### src/rtl/ex_mem_buffer_if.sv
// EX->MEM buffer bus: instruction input side, head-entry output side and the
// exception record. The buffer (slave) accepts from EX and presents to MEM;
// the master side is the surrounding pipeline.
//
// Handshake: a beat moves on a side in any cycle where valid && ready at the
// rising clock edge. The producer holds valid and payload stable until that
// edge. The consumer may change ready freely. in_ready and out_valid are
// driven from flops.
//
// Optional feature macro: EXMEM_FWD_EN adds the fwd_valid/fwd_rd/fwd_data
// forwarding taps.
interface ex_mem_buffer_if #(
  parameter int RD_W = 5
);
  logic            flush;
  logic            in_valid;
  logic            in_ready;
  logic [31:0]     in_pc;
  logic [3:0]      in_alu_control;
  logic [31:0]     in_result;
  logic [7:0]      in_status;
  logic [31:0]     in_store_data;
  logic [RD_W-1:0] in_rd;
  logic            in_mem_read;
  logic            in_mem_write;
  logic            in_reg_write;
  logic            out_valid;
  logic            out_ready;
  logic [31:0]     out_result;
  logic [31:0]     out_store_data;
  logic [RD_W-1:0] out_rd;
  logic            out_mem_read;
  logic            out_mem_write;
  logic            out_reg_write;
  logic            out_zero;
  logic            exc_valid;
  logic [3:0]      exc_cause;
  logic [31:0]     exc_epc;
  logic            exc_ack;
  logic [1:0]      state_dbg;
`ifdef EXMEM_FWD_EN
  logic            fwd_valid;
  logic [RD_W-1:0] fwd_rd;
  logic [31:0]     fwd_data;
`endif

  modport slave (
    input  flush, in_valid, in_pc, in_alu_control, in_result, in_status,
           in_store_data, in_rd, in_mem_read, in_mem_write, in_reg_write,
           out_ready, exc_ack,
    output in_ready, out_valid, out_result, out_store_data, out_rd,
           out_mem_read, out_mem_write, out_reg_write, out_zero,
           exc_valid, exc_cause, exc_epc, state_dbg
`ifdef EXMEM_FWD_EN
    , output fwd_valid, fwd_rd, fwd_data
`endif
  );

  modport master (
    output flush, in_valid, in_pc, in_alu_control, in_result, in_status,
           in_store_data, in_rd, in_mem_read, in_mem_write, in_reg_write,
           out_ready, exc_ack,
    input  in_ready, out_valid, out_result, out_store_data, out_rd,
           out_mem_read, out_mem_write, out_reg_write, out_zero,
           exc_valid, exc_cause, exc_epc, state_dbg
`ifdef EXMEM_FWD_EN
    , input fwd_valid, fwd_rd, fwd_data
`endif
  );
endinterface

### src/rtl/ex_mem_buffer.sv
// EX->MEM stage buffer: a 2-entry skid FIFO that holds ALU results plus
// memory/writeback controls. ALU fault flags become a precise exception
// record (cause + EPC), and EX input is stalled until the record is acked.
// Optional feature macro: EXMEM_FWD_EN (forwarding taps from the head entry).
module ex_mem_buffer #(
  parameter bit OVF_TRAP = 1'b1,
  parameter int RD_W     = 5
) (
  input logic           clk,
  input logic           rst,
  ex_mem_buffer_if.slave bus
);
  typedef enum logic [1:0] {
    S_EMPTY = 2'd0,
    S_ONE   = 2'd1,
    S_TWO   = 2'd2,
    S_EXC   = 2'd3
  } state_t;

  typedef struct packed {
    logic [31:0]     result;
    logic [31:0]     store_data;
    logic [RD_W-1:0] rd;
    logic            mem_read;
    logic            mem_write;
    logic            reg_write;
    logic            zero;
  } entry_t;

  state_t      state_q, state_n;
  logic [1:0]  count_q, count_n;
  entry_t      head_q, tail_q, in_entry;
  logic        in_ready_q, out_valid_q, exc_valid_q, exc_n;
  logic [3:0]  exc_cause_q;
  logic [31:0] exc_epc_q;
  logic        accept, pop, fault;
  logic [3:0]  fault_cause;

  // Carry, negative and the two low status bits never influence the buffer.
  wire unused_status = &{1'b0, bus.in_status[5:4], bus.in_status[1:0]};

  // Fault classification of the incoming instruction; div0 wins over
  // misalign, which wins over multiply overflow.
  always_comb begin
    fault       = 1'b0;
    fault_cause = 4'd0;
    if (bus.in_alu_control == 4'd4 && bus.in_status[2]) begin
      fault       = 1'b1;
      fault_cause = 4'd1;
    end else if ((bus.in_alu_control == 4'd12 || bus.in_alu_control == 4'd13)
                 && bus.in_status[3]) begin
      fault       = 1'b1;
      fault_cause = bus.in_mem_write ? 4'd5 : 4'd4;
    end else if (OVF_TRAP && bus.in_alu_control == 4'd5 && bus.in_status[6]) begin
      fault       = 1'b1;
      fault_cause = 4'd12;
    end
  end

  // Entry image of the incoming instruction; a faulting one is neutered so
  // it cannot touch memory or the register file.
  always_comb begin
    in_entry.result     = bus.in_result;
    in_entry.store_data = bus.in_store_data;
    in_entry.rd         = bus.in_rd;
    in_entry.mem_read   = bus.in_mem_read  && !fault;
    in_entry.mem_write  = bus.in_mem_write && !fault;
    in_entry.reg_write  = bus.in_reg_write && !fault;
    in_entry.zero       = bus.in_status[7];
  end

  // Handshake qualification, occupancy and next state. flush suppresses both
  // the same-cycle accept and the same-cycle pop.
  always_comb begin
    accept  = bus.in_valid && in_ready_q && !bus.flush;
    pop     = out_valid_q && bus.out_ready && !bus.flush;
    count_n = bus.flush ? 2'd0 : (count_q + 2'(accept) - 2'(pop));
    if (exc_valid_q) exc_n = !bus.exc_ack;
    else             exc_n = accept && fault;
    if (exc_n)               state_n = S_EXC;
    else if (count_n == 2'd0) state_n = S_EMPTY;
    else if (count_n == 2'd1) state_n = S_ONE;
    else                      state_n = S_TWO;
  end

  // Control state, registered handshake outputs and exception record.
  always_ff @(posedge clk) begin
    if (rst) begin
      state_q     <= S_EMPTY;
      count_q     <= 2'd0;
      in_ready_q  <= 1'b1;
      out_valid_q <= 1'b0;
      exc_valid_q <= 1'b0;
      exc_cause_q <= 4'd0;
      exc_epc_q   <= 32'd0;
    end else begin
      state_q     <= state_n;
      count_q     <= count_n;
      in_ready_q  <= (state_n == S_EMPTY) || (state_n == S_ONE);
      out_valid_q <= (count_n != 2'd0);
      exc_valid_q <= exc_n;
      if (accept && fault) begin
        exc_cause_q <= fault_cause;
        exc_epc_q   <= bus.in_pc;
      end
    end
  end

  // Entry storage: head feeds MEM directly, tail shifts into head on a pop.
  always_ff @(posedge clk) begin
    if (rst) begin
      head_q <= '0;
      tail_q <= '0;
    end else if (!bus.flush) begin
      if (accept) begin
        if (count_q == 2'd0 || (count_q == 2'd1 && pop)) head_q <= in_entry;
        else                                             tail_q <= in_entry;
      end
      if (pop && count_q == 2'd2) head_q <= tail_q;
    end
  end

  assign bus.in_ready       = in_ready_q;
  assign bus.out_valid      = out_valid_q;
  assign bus.out_result     = head_q.result;
  assign bus.out_store_data = head_q.store_data;
  assign bus.out_rd         = head_q.rd;
  assign bus.out_mem_read   = head_q.mem_read;
  assign bus.out_mem_write  = head_q.mem_write;
  assign bus.out_reg_write  = head_q.reg_write;
  assign bus.out_zero       = head_q.zero;
  assign bus.exc_valid      = exc_valid_q;
  assign bus.exc_cause      = exc_cause_q;
  assign bus.exc_epc        = exc_epc_q;
  assign bus.state_dbg      = state_q;

`ifdef EXMEM_FWD_EN
  // Forwarding taps: head entry that will write a non-zero register.
  assign bus.fwd_valid = out_valid_q && head_q.reg_write && (head_q.rd != '0);
  assign bus.fwd_rd    = head_q.rd;
  assign bus.fwd_data  = head_q.result;
`endif
endmodule
### src/flat_wrapper.sv
// flat-port wrapper written by rule: the top's interface ports become plain ports
module ex_mem_buffer_flat 
#(
  parameter bit OVF_TRAP = 1'b1,
  parameter int RD_W     = 5
)
  (clk, rst, bus_flush, bus_in_valid, bus_in_pc, bus_in_alu_control, bus_in_result, bus_in_status, bus_in_store_data, bus_in_rd, bus_in_mem_read, bus_in_mem_write, bus_in_reg_write, bus_out_ready, bus_exc_ack, bus_in_ready, bus_out_valid, bus_out_result, bus_out_store_data, bus_out_rd, bus_out_mem_read, bus_out_mem_write, bus_out_reg_write, bus_out_zero, bus_exc_valid, bus_exc_cause, bus_exc_epc, bus_state_dbg);
  ex_mem_buffer_if #(.RD_W(RD_W)) bus_i ();
  input logic clk;
  input logic rst;
  input wire logic [$bits(bus_i.flush)-1:0] bus_flush;
  input wire logic [$bits(bus_i.in_valid)-1:0] bus_in_valid;
  input wire logic [$bits(bus_i.in_pc)-1:0] bus_in_pc;
  input wire logic [$bits(bus_i.in_alu_control)-1:0] bus_in_alu_control;
  input wire logic [$bits(bus_i.in_result)-1:0] bus_in_result;
  input wire logic [$bits(bus_i.in_status)-1:0] bus_in_status;
  input wire logic [$bits(bus_i.in_store_data)-1:0] bus_in_store_data;
  input wire logic [$bits(bus_i.in_rd)-1:0] bus_in_rd;
  input wire logic [$bits(bus_i.in_mem_read)-1:0] bus_in_mem_read;
  input wire logic [$bits(bus_i.in_mem_write)-1:0] bus_in_mem_write;
  input wire logic [$bits(bus_i.in_reg_write)-1:0] bus_in_reg_write;
  input wire logic [$bits(bus_i.out_ready)-1:0] bus_out_ready;
  input wire logic [$bits(bus_i.exc_ack)-1:0] bus_exc_ack;
  output wire logic [$bits(bus_i.in_ready)-1:0] bus_in_ready;
  output wire logic [$bits(bus_i.out_valid)-1:0] bus_out_valid;
  output wire logic [$bits(bus_i.out_result)-1:0] bus_out_result;
  output wire logic [$bits(bus_i.out_store_data)-1:0] bus_out_store_data;
  output wire logic [$bits(bus_i.out_rd)-1:0] bus_out_rd;
  output wire logic [$bits(bus_i.out_mem_read)-1:0] bus_out_mem_read;
  output wire logic [$bits(bus_i.out_mem_write)-1:0] bus_out_mem_write;
  output wire logic [$bits(bus_i.out_reg_write)-1:0] bus_out_reg_write;
  output wire logic [$bits(bus_i.out_zero)-1:0] bus_out_zero;
  output wire logic [$bits(bus_i.exc_valid)-1:0] bus_exc_valid;
  output wire logic [$bits(bus_i.exc_cause)-1:0] bus_exc_cause;
  output wire logic [$bits(bus_i.exc_epc)-1:0] bus_exc_epc;
  output wire logic [$bits(bus_i.state_dbg)-1:0] bus_state_dbg;
  assign bus_i.flush = bus_flush;
  assign bus_i.in_valid = bus_in_valid;
  assign bus_i.in_pc = bus_in_pc;
  assign bus_i.in_alu_control = bus_in_alu_control;
  assign bus_i.in_result = bus_in_result;
  assign bus_i.in_status = bus_in_status;
  assign bus_i.in_store_data = bus_in_store_data;
  assign bus_i.in_rd = bus_in_rd;
  assign bus_i.in_mem_read = bus_in_mem_read;
  assign bus_i.in_mem_write = bus_in_mem_write;
  assign bus_i.in_reg_write = bus_in_reg_write;
  assign bus_i.out_ready = bus_out_ready;
  assign bus_i.exc_ack = bus_exc_ack;
  assign bus_in_ready = bus_i.in_ready;
  assign bus_out_valid = bus_i.out_valid;
  assign bus_out_result = bus_i.out_result;
  assign bus_out_store_data = bus_i.out_store_data;
  assign bus_out_rd = bus_i.out_rd;
  assign bus_out_mem_read = bus_i.out_mem_read;
  assign bus_out_mem_write = bus_i.out_mem_write;
  assign bus_out_reg_write = bus_i.out_reg_write;
  assign bus_out_zero = bus_i.out_zero;
  assign bus_exc_valid = bus_i.exc_valid;
  assign bus_exc_cause = bus_i.exc_cause;
  assign bus_exc_epc = bus_i.exc_epc;
  assign bus_state_dbg = bus_i.state_dbg;
  ex_mem_buffer #(.OVF_TRAP(OVF_TRAP), .RD_W(RD_W)) u_core (.clk(clk), .rst(rst), .bus(bus_i));
endmodule
### config.mk
export PLATFORM = sky130hd
export DESIGN_NAME = ex_mem_buffer_flat
export DESIGN_NICKNAME = d
export VERILOG_FILES = /design/src/rtl/ex_mem_buffer_if.sv /design/src/rtl/ex_mem_buffer.sv /design/src/flat_wrapper.sv
export SDC_FILE = /design/constraint.sdc
export NUM_CORES = 1
export LEC_CHECK = 0
export ABC_AREA = 1
export BUFFER_PORTS_ARGS = -buffer_cell sky130_fd_sc_hd__buf_2
export CAP_MARGIN = 20
export CORE_ASPECT_RATIO = 0.5
export CORE_MARGIN = 10
export CORE_UTILIZATION = 45
export CTS_BUF_LIST = sky130_fd_sc_hd__clkbuf_4 sky130_fd_sc_hd__clkbuf_8 sky130_fd_sc_hd__clkbuf_16
export DETAILED_ROUTE_END_ITERATION = 6
export PLACE_DENSITY = 0.72
export SETUP_SLACK_MARGIN = 0.02
export SYNTH_ARGS = -nofsm -noshare
export SYNTH_HDL_FRONTEND = slang
export SYNTH_SLANG_ARGS = --single-unit
### constraint.sdc
create_clock -name clk -period 2.3 [get_ports clk]
set_input_delay 0.115 -clock clk [delete_from_list [all_inputs] [get_ports clk]]
set_output_delay 0.115 -clock clk [all_outputs]
set_load 0.005 [all_outputs]
-- Yosys cells after proc, flatten, opt, wreduce, memory -nomap -nowiden
Index checks and enable logic that the tools add are counted.
- add/sub/neg operators: 2
- eq/ne operators: 8
- mux-type cells: 15
- bitwise gates (word level): 2
- reduce and logical (&&, ||, !) cells: 27
- operator list (cell ; number):
    2-to-1 mux 73 bit ; 3
    logical AND 1 bit ; 13
    2-to-1 mux 4 bit ; 3
    equality test 4 x 3 -> 1 bit, second input constant ; 2
    equality test 4 bit, second input constant ; 2
    2-to-1 mux 2 bit ; 4
    equality test 2 x 1 -> 1 bit, second input constant ; 3
    zero test 2 bit ; 3
    AND reduction 3 bit ; 2
    nonzero test 2 bit ; 3
    2-to-1 mux 1 bit ; 5
    zero test 1 bit ; 3
    logical OR 1 bit ; 3
    adder 2 x 1 -> 2 bit ; 1
    equality test 2 bit, second input constant ; 1
    inverter 1 bit ; 2
    subtractor 2 x 1 -> 2 bit ; 1
- bits in registers: 189
- output and inout bits: 114
- word-level logic and storage cells: 75

-- Logic depth before layout (Yosys ltp)
Gate-level depths: netlist of the first run.
- depth after elaboration: 11
- gate-level depth with buffers: 12
- gate-level depth less buffers: 12

-- Worst setup path before layout of the first run
Ideal clock, no wire load.
- path type: register -> register
- from: register u_core.out_valid_q (netlist: u_core.bus.out_valid)
- to: register u_core.state_q[1] (netlist: u_core.bus.state_dbg[1])
- arrival: 1449 ps
- required time: 2184 ps
- slack: 735 ps
- cell stages (with the launch flop): 12
- period minus slack after synthesis: 1565 ps
- path through: dfxtp_1 > nand3_2 > inv_2 > ha_1 > inv_1 > ha_1 > inv_1 > or2_2 > nand3_1 > nor2_1 > inv_1 > nand2_1
- longest elaborated chain between the ends: 8
- elaborated cells on any way between the ends: 9
- RTL lines (item ; RTL line ; RTL):
    from (decl) ; ex_mem_buffer.sv:33 ; logic in_ready_q, out_valid_q, exc_valid_q, exc_n;
    from (signal assigned) ; ex_mem_buffer.sv:100 ; out_valid_q <= (count_n != 2'd0);
    logical AND 1 bit (*) (2 in series) ; ex_mem_buffer.sv:76 ; pop = out_valid_q && bus.out_ready && !bus.flush;
    subtractor 2 x 1 -> 2 bit (*) ; ex_mem_buffer.sv:77 ; count_n = bus.flush ? 2'd0 : (count_q + 2'(accept) - 2'(pop));
    2-to-1 mux 2 bit (*) ; ex_mem_buffer.sv:77 ;
    equality test 2 x 1 -> 1 bit ; ex_mem_buffer.sv:82 ; else if (count_n == 2'd1) state_n = S_ONE;
    2-to-1 mux 2 bit ; ex_mem_buffer.sv:82 ;
    2-to-1 mux 2 bit (*) ; ex_mem_buffer.sv:81 ; else if (count_n == 2'd0) state_n = S_EMPTY;
    2-to-1 mux 2 bit (*) ; ex_mem_buffer.sv:80 ; if (exc_n) state_n = S_EXC;
    to (signal assigned) ; ex_mem_buffer.sv:97 ; state_q <= state_n;
    to (decl) ; ex_mem_buffer.sv:30 ; state_t state_q, state_n;
Every way passes the cells marked *; elsewhere a longest branch is shown, timed or not.
A chain may end at the register's enable or synchronous reset.

-- Worst setup path in the final report of the first run
- from: register u_core.in_ready_q (netlist: u_core.bus.in_ready)
- to: register u_core.head_q (netlist bit u_core.bus.out_rd[4])
- longest elaborated chain between the ends: 4
- RTL lines (item ; RTL line ; RTL):
    from (decl) ; ex_mem_buffer.sv:33 ;
    from (signal assigned) ; ex_mem_buffer.sv:99 ; in_ready_q <= (state_n == S_EMPTY) || (state_n == S_ONE);
    logical AND 1 bit (2 in series) ; ex_mem_buffer.sv:75 ; accept = bus.in_valid && in_ready_q && !bus.flush;
    nonzero test 2 bit (no line) ; - ;
    AND reduction 3 bit (no line) ; - ;
    to (signal assigned) ; ex_mem_buffer.sv:116 ; if (count_q == 2'd0 || (count_q == 2'd1 && pop)) head_q <= in_entry;
    to (signal assigned) ; ex_mem_buffer.sv:119 ; if (pop && count_q == 2'd2) head_q <= tail_q;
    to (decl) ; ex_mem_buffer.sv:32 ; entry_t head_q, tail_q, in_entry;
Every way passes these cells.

==> impl_metrics.py, run 1 <==
metrics = {
    "status": {
        "status": "completed",
    },
    "routing": {
        "avgViaCountPerCell": 5.182,
        "dr.first_iter.drc_count": 515,
        "via_count": 7514,
        "drt_wl_total_um": 23630,
        "drc_errors": 0,
        "wire_per_inst_um": 16.30,
        "final_antenna_net_count": 0,
        "detail_route.first_pass.iterations": 5,
    },
    "synthesis": {
        "async_reset_ff_frac": 0,
        "netlist_area_mm2": 0.007239,
        "synth_nets": 1066,
        "syn_inst": 942,
        "yosys-top-cells-area": "dfxtp_1 52%, nand2_1 15%, a31oi_1 5.8%, a21oi_1 5.4%, nand3_1 5.4%",
        "synth.distinct_cells": 26,
        "synth_edf_count": 0,
        "synth_top_area_cell": "dfxtp_1",
        "netlist.area_leader.share": 0.5199,
        "avgSynthCellArea_um2": 7.685,
        "synth_top_cells_by_count": "295 x nand2_1, 188 x dfxtp_1, 82 x nor2_1",
        "ys_warn_count": 0,
        "synth_seq_cells": 188,
        "synthFlopType": "dfxtp_1",
        "synth_seq_area_share": 0.5199,
        "yosysMostFrequentCell": "nand2_1",
    },
    "layout": {
        "post-route-util": 0.6418,
        "nets": 1356,
        "syn_to_final_growth_pct": 38.07,
        "fillCellCount": 1347,
        "stdcell_count": 1450,
        "drive_gt1_frac": 0.2313,
    },
    "timing": {
        "setup_viol_count_final": 0,
        "finalCritPeriodShare": 0.7916,
        "drv_slew": 0,
        "clock.fmax_ghz": 0.5493,
        "rsz0062_at_grt": "false",
        "tightestPinTransition_ps": 879.7,
        "fin_tns_setup_ps": 0,
        "final_hold_viol_count": 0,
        "relSlewSlack": 0.4135,
        "fin_ws_ps": 479.4,
        "skew_ps": 8.973,
        "period_needed_ps": 1821,
    },
    "place": {
        "dp_cells": 1313,
        "pre_cts_ws_ps": 530.3,
        "io_buffers": 230,
        "gp_congestion": 0.7850,
        "place_hpwl_um": 14160,
    },
    "floorplan": {
        "start_util": 0.4648,
        "die_y_um": 109.7,
        "rows": 32,
        "io_pins": 236,
        "dieArea_mm2": 0.02187,
        "chipWidth_um": 199.4,
        "core_area_mm2": 0.01557,
    },
    "pwr": {
        "vdd_drop_max_mv": 0.5203,
        "leakagePower_nw": 4.173,
        "p_per_area_mw_per_mm2": 701.4,
    },
    "clock_network": {
        "cts_sinks": 188,
        "clk-insertion-delay-late_ps": 410,
        "cts_tree": "yes",
        "root_buffer": "clkbuf_16",
        "clk_path_buf_depth": 2,
        "ctsResizeCount": 0,
        "cts_htree_levels": 4,
        "clk_pin_slew_worst_paths_ps": 70,
        "numCtsBuffers": 17,
    },
    "setup_path": {
        "worstPathCellList": "nand3_2, inv_4, nand3_2, buf_4, nand2_1, nor2_1, nor3_1",
        "reg2reg_slack_ps": 480,
        "cp_slowest_cell": "buf_4",
        "startpoint_type": "flip-flop",
        "crit_top_cell": "nand3_2",
        "criticalPathCategory": "reg -> reg",
        "worst_r2r_endpoint": "u_core.bus.out_rd[4]$_SDFFE_PP0P_",
        "path_max_fanout": 74,
        "end_kind": "flip-flop",
        "arrival_ps": 2120,
        "r2r-start": "u_core.bus.in_ready$_SDFF_PP1_",
        "r2r_cells": 7,
        "critPathRequiredTime_ps": 2600,
        "slowest_delay_ps": 690,
    },
    "min_path": {
        "hold_end": "u_core.tail_q[2]$_SDFFE_PP0P_",
        "hold_start": "bus_in_mem_write",
        "hold_class": "in -> reg",
        "hold_path_depth": 3,
    },
    "run": {
        "drv_cap": 0,
    },
    "global_routing": {
        "grt_max_degree": 145,
        "first_global_vias": 7175,
        "overflow": 0,
        "antenna_found_initial": 0,
        "grt_usage": 0.2085,
        "grt_pass1_wl_um": 37090,
    },
}
-- worst max-delay path by stage --
stage                     slack (ps)                             from                                endpoint
after detailed placement         530   u_core.bus.in_ready$_SDFF_PP1_  u_core.bus.out_result[31]$_SDFFE_PP0P_
after floorplan                  740  u_core.bus.out_valid$_SDFF_PP0_      u_core.bus.state_dbg[1]$_SDFF_PP0_
final                            480   u_core.bus.in_ready$_SDFF_PP1_       u_core.bus.out_rd[4]$_SDFFE_PP0P_
after CTS                        510   u_core.bus.in_ready$_SDFF_PP1_  u_core.bus.out_result[31]$_SDFFE_PP0P_
after global placement           540   u_core.bus.in_ready$_SDFF_PP1_       u_core.bus.out_rd[4]$_SDFFE_PP0P_
after global routing             350   u_core.bus.in_ready$_SDFF_PP1_       u_core.bus.out_rd[4]$_SDFFE_PP0P_
-- timing repair --
item	in CTS	in global routing
endpoints found under the hold margin	173	0
buffers inserted	0	0
hold buffers	104	0
endpoints found under the setup margin	0	0
-- routing by layer --
metal	wire length, µm	up-vias	global-route usage
li1	-	3685	-
met1	9621	3483	0.2464
met2	11840	314	0.3738
met3	1800	32	0.04636
met4	365	0	0.06602
met5	0	-	0
-- per-stage QoR --
step	hold slack, ps	power [W]	area, µm²
floorplan	256.7	0.003774	7239
global placement	363.1	0.004036	8371
detailed placement	372.7	0.004051	8371
CTS	3.142	0.007062	9993
global route	14.42	0.007272	9993
finish	23.42	0.007011	9996
-- power by group --
part	internal (W)	total [W]	leakage [nW]	switching, W
clock	0.00164	0.00288	0.275	0.00125
combinational	0.000348	0.000715	2.37	0.000367
sequential	0.00336	0.00341	1.52	0.0000540
total	0.00534	0.00701	4.17	0.00167
-- logic make-up after synthesis --
logic type | count (synthesis) | share of synthesized area
buffers and inverters | 95 | 0.07052
AO/OA/AOI/OAI | 185 | 0.1395
other | 1 | 0.0005180
XOR/XNOR | 1 | 0.001210
AND/OR/NAND/NOR | 470 | 0.2650
adder cells (fa/ha/maj) | 2 | 0.003456
flip-flops | 188 | 0.5199
-- layout by cell type, fill, tap and decap left out --
| master | n |
|---|---|
| ha_1 | 2 |
| buf_2 | 229 |
| a21oi_1 | 78 |
| nand2_4 | 1 |
| nand2_1 | 295 |
| or2_2 | 2 |
| inv_4 | 1 |
| inv_6 | 1 |
| diode_2 | 1 |
| nor2_1 | 82 |
| clkinv_2 | 3 |
| conb_1 | 1 |
| clkbuf_4 | 2 |
| o21ai_0 | 40 |
| nor3_1 | 4 |
| nand3_2 | 5 |
| bufinv_16 | 1 |
| inv_1 | 16 |
| clkinvlp_4 | 5 |
| inv_2 | 5 |
| nand3_1 | 78 |
| dfxtp_1 | 188 |
| a31oi_1 | 67 |
| clkbuf_8 | 4 |
| clkbuf_16 | 17 |
| buf_4 | 4 |
| nand4_1 | 1 |
| nor2_2 | 1 |
| dlygate4sd3_1 | 104 |
| xnor2_1 | 1 |
| buf_12 | 6 |
| nand2_2 | 1 |
-- critical path: cells and delay by family, from the launching register on --
| kind | cells | cell delay [ps] |
|---|---|---|
| buf+inv | 2 | 760 |
| flops | 1 | 320 |
| simple gates | 5 | 620 |
-- cell type report --
cell class / instances / area (µm²) / share of cell area
repair buffers: 343 / 2337 / 0.2338
inverters: 23 / 90.09 / 0.009012
well taps: 204 / 255.2 / 0.02554
diodes: 1 / 2.502 / 0.0002503
clock inverters: 9 / 86.33 / 0.008637
clock buffers: 23 / 495.5 / 0.04957
flip-flops and latches: 188 / 3764 / 0.3765
multi-input cells: 659 / 2965 / 0.2967
-- flip-flops by register name, indices dropped and copies added, names as in the netlist, 2 cells and up --
name and count:
u_core.bus.out_result 32, u_core.bus.state_dbg 2, u_core.bus.out_store_data 32, u_core.bus.out_rd 5, u_core.bus.exc_epc 32, u_core.bus.exc_cause 3, u_core.tail_q 73, u_core.count_q 2
No activity file was read; power rests on OpenSTA's default activity.
==> inputs of run 2 (changes only) <==
- ABC_AREA: 1 -> 0
- PLACE_DENSITY: 0.72 -> 0.71
- clock period: 2.3 -> 1.9 ns (I/O delays scaled with it)
==> impl_metrics.py, run 2 <==
metrics = {
    "floorplan": {
        "die_y_um": 112.4,
        "start_util": 0.4638,
        "rows": 33,
        "core_area_mm2": 0.01656,
        "chipWidth_um": 204.8,
        "dieArea_mm2": 0.02301,
        "io_pins": 236,
    },
    "timing": {
        "rsz0062_at_grt": "false",
        "skew_ps": 8.178,
        "finalCritPeriodShare": 0.9375,
        "setup_viol_count_final": 0,
        "fin_ws_ps": 118.8,
        "holdWs_ps": 106.0,
        "period_needed_ps": 1781,
        "fin_tns_setup_ps": 0,
        "clock.fmax_ghz": 0.5614,
        "final_hold_viol_count": 0,
        "drv_slew": 0,
        "relSlewSlack": 0.5247,
        "tightestPinTransition_ps": 712.9,
    },
    "routing": {
        "dr.first_iter.drc_count": 305,
        "drc_errors": 0,
        "final_antenna_net_count": 0,
        "drt_wl_total_um": 24060,
        "wire_per_inst_um": 17.23,
        "via_count": 7387,
        "detail_route.first_pass.iterations": 5,
        "avgViaCountPerCell": 5.292,
    },
    "synthesis": {
        "synth_top_area_cell": "dfxtp_1",
        "avgSynthCellArea_um2": 9.089,
        "yosys-top-cells-area": "dfxtp_1 49%, nand2_1 10%, a22oi_2 9.8%, a21oi_1 7.7%, a21oi_2 6.8%",
        "syn_inst": 845,
        "ys_warn_count": 0,
        "synth_edf_count": 0,
        "netlist_area_mm2": 0.007680,
        "synthFlopType": "dfxtp_1",
        "synth_seq_area_share": 0.4901,
        "synth_nets": 969,
        "netlist.area_leader.share": 0.4901,
        "yosysMostFrequentCell": "nand2_1",
        "synth_top_cells_by_count": "209 x nand2_1, 188 x dfxtp_1, 118 x a21oi_1",
        "async_reset_ff_frac": 0,
        "synth_seq_cells": 188,
        "synth.distinct_cells": 45,
    },
    "clock_network": {
        "cts_tree": "yes",
        "cts_sinks": 188,
        "clk_path_buf_depth": 2,
        "root_buffer": "clkbuf_16",
        "clk_pin_slew_worst_paths_ps": 70,
        "numCtsBuffers": 17,
        "clk-insertion-delay-late_ps": 420,
        "cts_htree_levels": 4,
    },
    "setup_path": {
        "end_kind": "flip-flop",
        "worst_r2r_endpoint": "u_core.bus.in_ready$_SDFF_PP1_",
        "criticalPathCategory": "reg -> reg",
        "startpoint_type": "flip-flop",
        "crit_buf_inv": 1,
        "crit_end": "u_core.bus.in_ready$_SDFF_PP1_",
        "arrival_ps": 2090,
        "slowest_delay_ps": 330,
        "path_depth": 9,
        "worstPathCellList": "nand2_2, nor2_1, ha_1, inv_2, ha_2, xor2_1, xnor2_1, or2_1, a21o_1",
        "cp_top_family": "simple AND/OR/NAND/NOR gates",
        "critPathRequiredTime_ps": 2210,
        "path_max_fanout": 4,
        "r2r_cells": 9,
        "cp_slowest_cell": "dfxtp_2",
        "crit_start": "u_core.bus.out_valid$_SDFF_PP0_",
        "reg2reg_slack_ps": 120,
        "r2r-start": "u_core.bus.out_valid$_SDFF_PP0_",
    },
    "layout": {
        "final_cell_mix": "229 x buf_2, 208 x nand2_1, 186 x dfxtp_1",
        "nets": 1278,
        "syn_to_final_growth_pct": 40.00,
        "drive_gt1_frac": 0.3671,
        "final_common_cell": "buf_2",
        "largest_register_ff_count": 73,
        "max_flop_register": "u_core.tail_q",
    },
    "run": {
        "drv_cap": 0,
    },
    "pwr": {
        "leakagePower_nw": 4.110,
        "p_per_area_mw_per_mm2": 811.9,
        "vdd_drop_max_mv": 0.6592,
    },
    "place": {
        "place_hpwl_um": 15440,
        "io_buffers": 230,
        "pre_cts_ws_ps": 65.97,
        "gp_congestion": 0.8243,
    },
    "global_routing": {
        "grt_max_degree": 70,
        "grt_usage": 0.2021,
        "antenna_found_initial": 3,
        "overflow": 0,
        "first_global_vias": 7325,
        "grt_pass1_wl_um": 38510,
    },
    "min_path": {
        "hold_class": "in -> reg",
    },
    "status": {
        "status": "completed",
    },
}
## run 2: changes by cell type after synthesis, sizes merged, moves of 5 or more
| cell | before | now |
|---|---|---|
| a22oi | 0 | 67 |
| nand3 | 83 | 71 |
| nor3b | 0 | 5 |
| a21oi | 78 | 178 |
| nor2 | 83 | 4 |
| inv | 22 | 4 |
| nand2 | 297 | 209 |
| o21ai | 40 | 1 |
| a31oi | 67 | 1 |
| buf | 50 | 43 |
| clkbuf | 22 | 32 |
## run 2: worst min-delay path: stages
cell	delay (ps)
buf_2	160
nand2b_1	170
nor2_1	50
## run 2: through the flow
step,cell area (µm²),cells,power [W],util
finish,10750,1396,0.008729,0.6494
global route,10750,1396,0.009077,0.6494
CTS,10730,1392,0.008810,0.6480
detailed placement,9049,1254,0.005010,0.5465
global placement,9049,1254,0.004991,0.5465
floorplan,7680,845,0.004624,-
## run 2: layout make-up
| class | count | area (µm²) |
|---|---|---|
| fill | 1303 | 5806 |
| sequential | 188 | 3766 |
| multi-input combinational | 578 | 3518 |
| timing repair buffer | 365 | 2551 |
| clock buffer | 23 | 501.7 |
| tap | 227 | 284.0 |
| clock inverter | 8 | 107.6 |
| inverter | 4 | 15.01 |
| antenna | 3 | 7.507 |
## run 2: layer usage
metal  up-vias  wire, µm  global-route usage
li1       3555         -                   -
met1      3534      9892              0.2360
met3        40      1545             0.05023
met5         -         0                   0
met4         0       460             0.06572
met2       258     12160              0.3565
## run 2: how the worst min path moves through the flow
stage	depth (start not counted)	end	slack (ps)	from
after global placement	3	u_core.bus.exc_epc[2]$_SDFFE_PP0P_	340	bus_in_pc[2]
after CTS	4	u_core.bus.exc_cause[0]$_SDFFE_PP0P_	80	bus_in_alu_control[2]
after detailed placement	2	u_core.bus.out_result[17]$_SDFFE_PP0P_	340	rst
final	3	u_core.count_q[0]$_SDFF_PP0_	110	bus_flush
after global routing	4	u_core.bus.exc_cause[0]$_SDFFE_PP0P_	120	bus_in_alu_control[2]
after floorplan	2	u_core.tail_q[37]$_SDFFE_PP0P_	230	bus_in_store_data[28]
## run 2: where the power goes
part | total [W] | internal [W] | switching [W] | leakage [nW]
registers | 0.00413 | 0.00406 | 0.0000672 | 1.53
clock network | 0.00362 | 0.00213 | 0.00149 | 0.288
logic | 0.000977 | 0.000478 | 0.000499 | 2.30
## run 2: kinds of logic after synthesis
logic type | Yosys count | share of synthesized area
fa+ha+maj | 2 | 0.003258
compound gates | 262 | 0.2693
flops | 188 | 0.4901
other cells | 1 | 0.0004883
xor+xnor | 2 | 0.002281
buf+inv | 79 | 0.05458
simple gates | 309 | 0.1771
mux | 2 | 0.002932
## run 2: what timing repair did
item                       CTS  global route
hold endpoints to repair   179             0
hold buffers               107             0
setup endpoints to repair    0             3
gates resized for setup      0             5
setup buffers                0             1
==> inputs of run 3 (changes only) <==
- ABC_AREA: 0 -> 1
- PLACE_DENSITY: 0.71 -> 0.72
==> impl_metrics.py, run 3 (same netlist as run 1, synthesis figures left out) <==
metrics = {
    "layout": {
        "nets": 1364,
        "multi_input_area_mm2": 0.002970,
        "diodes": 0,
        "drive_gt1_frac": 0.2354,
        "largest_register_ff_count": 73,
        "max_flop_register": "u_core.tail_q",
        "final_common_cell": "nand2_1",
        "final_cell_mix": "295 x nand2_1, 229 x buf_2, 188 x dfxtp_1",
        "fillCellCount": 1301,
        "seqCellArea_mm2": 0.003764,
        "syn_to_final_growth_pct": 38.89,
    },
    "clock_network": {
        "root_buffer": "clkbuf_16",
        "cts_htree_levels": 4,
        "clk_pin_slew_worst_paths_ps": 70,
        "numCtsBuffers": 17,
        "clk-insertion-delay-late_ps": 420,
        "cts_tree": "yes",
        "clk_path_buf_depth": 2,
        "cts_setup_buffers": 0,
        "cts_sinks": 188,
    },
    "timing": {
        "tightestPinTransition_ps": 711.5,
        "relSlewSlack": 0.5257,
        "clock.fmax_ghz": 0.5782,
        "finalCritPeriodShare": 0.9103,
        "skew_ps": 12.96,
        "setup_viol_count_final": 0,
        "period_needed_ps": 1730,
        "final_hold_viol_count": 0,
        "drv_slew": 0,
        "rsz0062_at_grt": "false",
        "fin_tns_setup_ps": 0,
    },
    "place": {
        "gp_congestion": 0.8003,
        "io_buffers": 230,
        "place_hpwl_um": 14480,
    },
    "floorplan": {
        "core_area_mm2": 0.01557,
        "chipWidth_um": 199.4,
        "die_y_um": 109.7,
        "start_util": 0.4648,
        "rows": 32,
        "io_pins": 236,
        "dieArea_mm2": 0.02187,
    },
    "setup_path": {
        "startpoint_type": "input port",
        "cp_slowest_cell": "dlygate4sd3_1",
        "crit_top_cell": "inv_1",
        "cp_top_family": "buffers and inverters",
        "critPathRequiredTime_ps": 2200,
        "end_kind": "flip-flop",
        "slowest_delay_ps": 550,
        "path_max_fanout": 4,
        "r2r_cells": 11,
        "path_depth": 14,
        "arrival_ps": 2030,
        "criticalPathCategory": "in -> reg",
        "crit_buf_inv": 7,
        "worstPathCellList": "dlygate4sd3_1, buf_2, inv_2, nand3_2, inv_2, ha_1, inv_1, ha_1, inv_1, or2_2, nand3_2, nor2_1, inv_1, nand2_1",
    },
    "global_routing": {
        "grt_pass1_wl_um": 37730,
        "overflow": 0,
        "grt_usage": 0.2116,
        "antenna_found_initial": 0,
        "grt_max_degree": 75,
        "first_global_vias": 7272,
    },
    "pwr": {
        "vdd_drop_max_mv": 0.6464,
        "finalPower_w": 0.008332,
        "leakagePower_nw": 4.209,
        "p_per_area_mw_per_mm2": 828.7,
    },
    "routing": {
        "drt_wl_total_um": 23910,
        "drc_errors": 0,
        "final_antenna_net_count": 0,
        "wire_per_inst_um": 16.41,
        "detail_route.first_pass.iterations": 6,
        "dr.first_iter.drc_count": 473,
        "via_count": 7492,
        "avgViaCountPerCell": 5.142,
    },
    "run": {
        "drv_cap": 0,
    },
    "min_path": {
        "hold_path_depth": 2,
        "hold_class": "in -> reg",
    },
    "status": {
        "status": "completed",
    },
}
## run 3: cell count changes in the layout (fill, tap and decap cells not counted), sizes merged, moves of 5 or more
cell	delta
a21oi	-100
nand2	+88
nor2	+79
a22oi	-67
a31oi	+66
o21ai	+39
inv	+20
buf	-13
nand3	+12
clkinv	+6
nor3b	-5
## run 3: path summary, 6_finish.rpt
kind / to / from / slack, ps
worst min-delay path: u_core.tail_q[48]$_SDFFE_PP0P_ / rst / 20
worst max register to register: u_core.bus.state_dbg[1]$_SDFF_PP0_ / u_core.bus.out_valid$_SDFF_PP0_ / 290
worst max-delay path: u_core.bus.state_dbg[1]$_SDFF_PP0_ / bus_flush / 170
worst min register to register: u_core.tail_q[62]$_SDFFE_PP0P_ / u_core.tail_q[62]$_SDFFE_PP0P_ / 460
## run 3: stage by stage
| step | setup slack, ps | area (µm²) | cells | hold WS [ps] | util |
|---|---|---|---|---|---|
| after floorplan | 335.0 | 7239 | 942 | 236.7 | - |
| after global placement | 244.2 | 8441 | 1319 | 344.2 | 0.5419 |
| after detailed placement | 195.7 | 8441 | 1319 | 351.3 | 0.5419 |
| after CTS | 77.15 | 10050 | 1457 | 12.38 | 0.6450 |
| after global routing | 17.66 | 10050 | 1457 | 37.47 | 0.6456 |
| final | 170.4 | 10050 | 1457 | 19.98 | 0.6456 |
## run 3: layout make-up
class / count / share of cell area
sequential: 188 / 0.3743
multi-input combinational: 659 / 0.2954
timing repair buffer: 351 / 0.2418
clock buffer: 21 / 0.04530
tap: 204 / 0.02539
inverter: 23 / 0.008960
clock inverter: 11 / 0.008835
## run 3: worst register-to-register path, cell delays in order (launching register included)
cell,delay (ps)
dfxtp_1,340
nand3_2,100
inv_2,70
ha_1,220
inv_1,60
ha_1,130
inv_1,40
or2_2,290
nand3_2,90
nor2_1,60
inv_1,60
nand2_1,50
## run 3: power by group
part	leakage, nW	switching (W)	internal [W]
logic	2.42	0.000447	0.000433
registers	1.52	0.0000666	0.00407
clock network	0.268	0.00156	0.00176
## run 3: per-layer routing
layer / track usage / wire (µm) / part of all wire / vias up
met1: 0.2506 / 9897 / 0.41 / 3512
met2: 0.3817 / 12130 / 0.51 / 246
met4: 0.06656 / 338 / 0.014 / 0
met5: 0 / 0 / 0 / -
met3: 0.04331 / 1548 / 0.065 / 29
li1: - / - / - / 3705
## run 3: timing repair
item / 4_1_cts / 5_1_grt
gates resized for setup: 0 / 2
hold buffers: 106 / 0
setup endpoints to repair: 0 / 51
hold endpoints to repair: 178 / 0
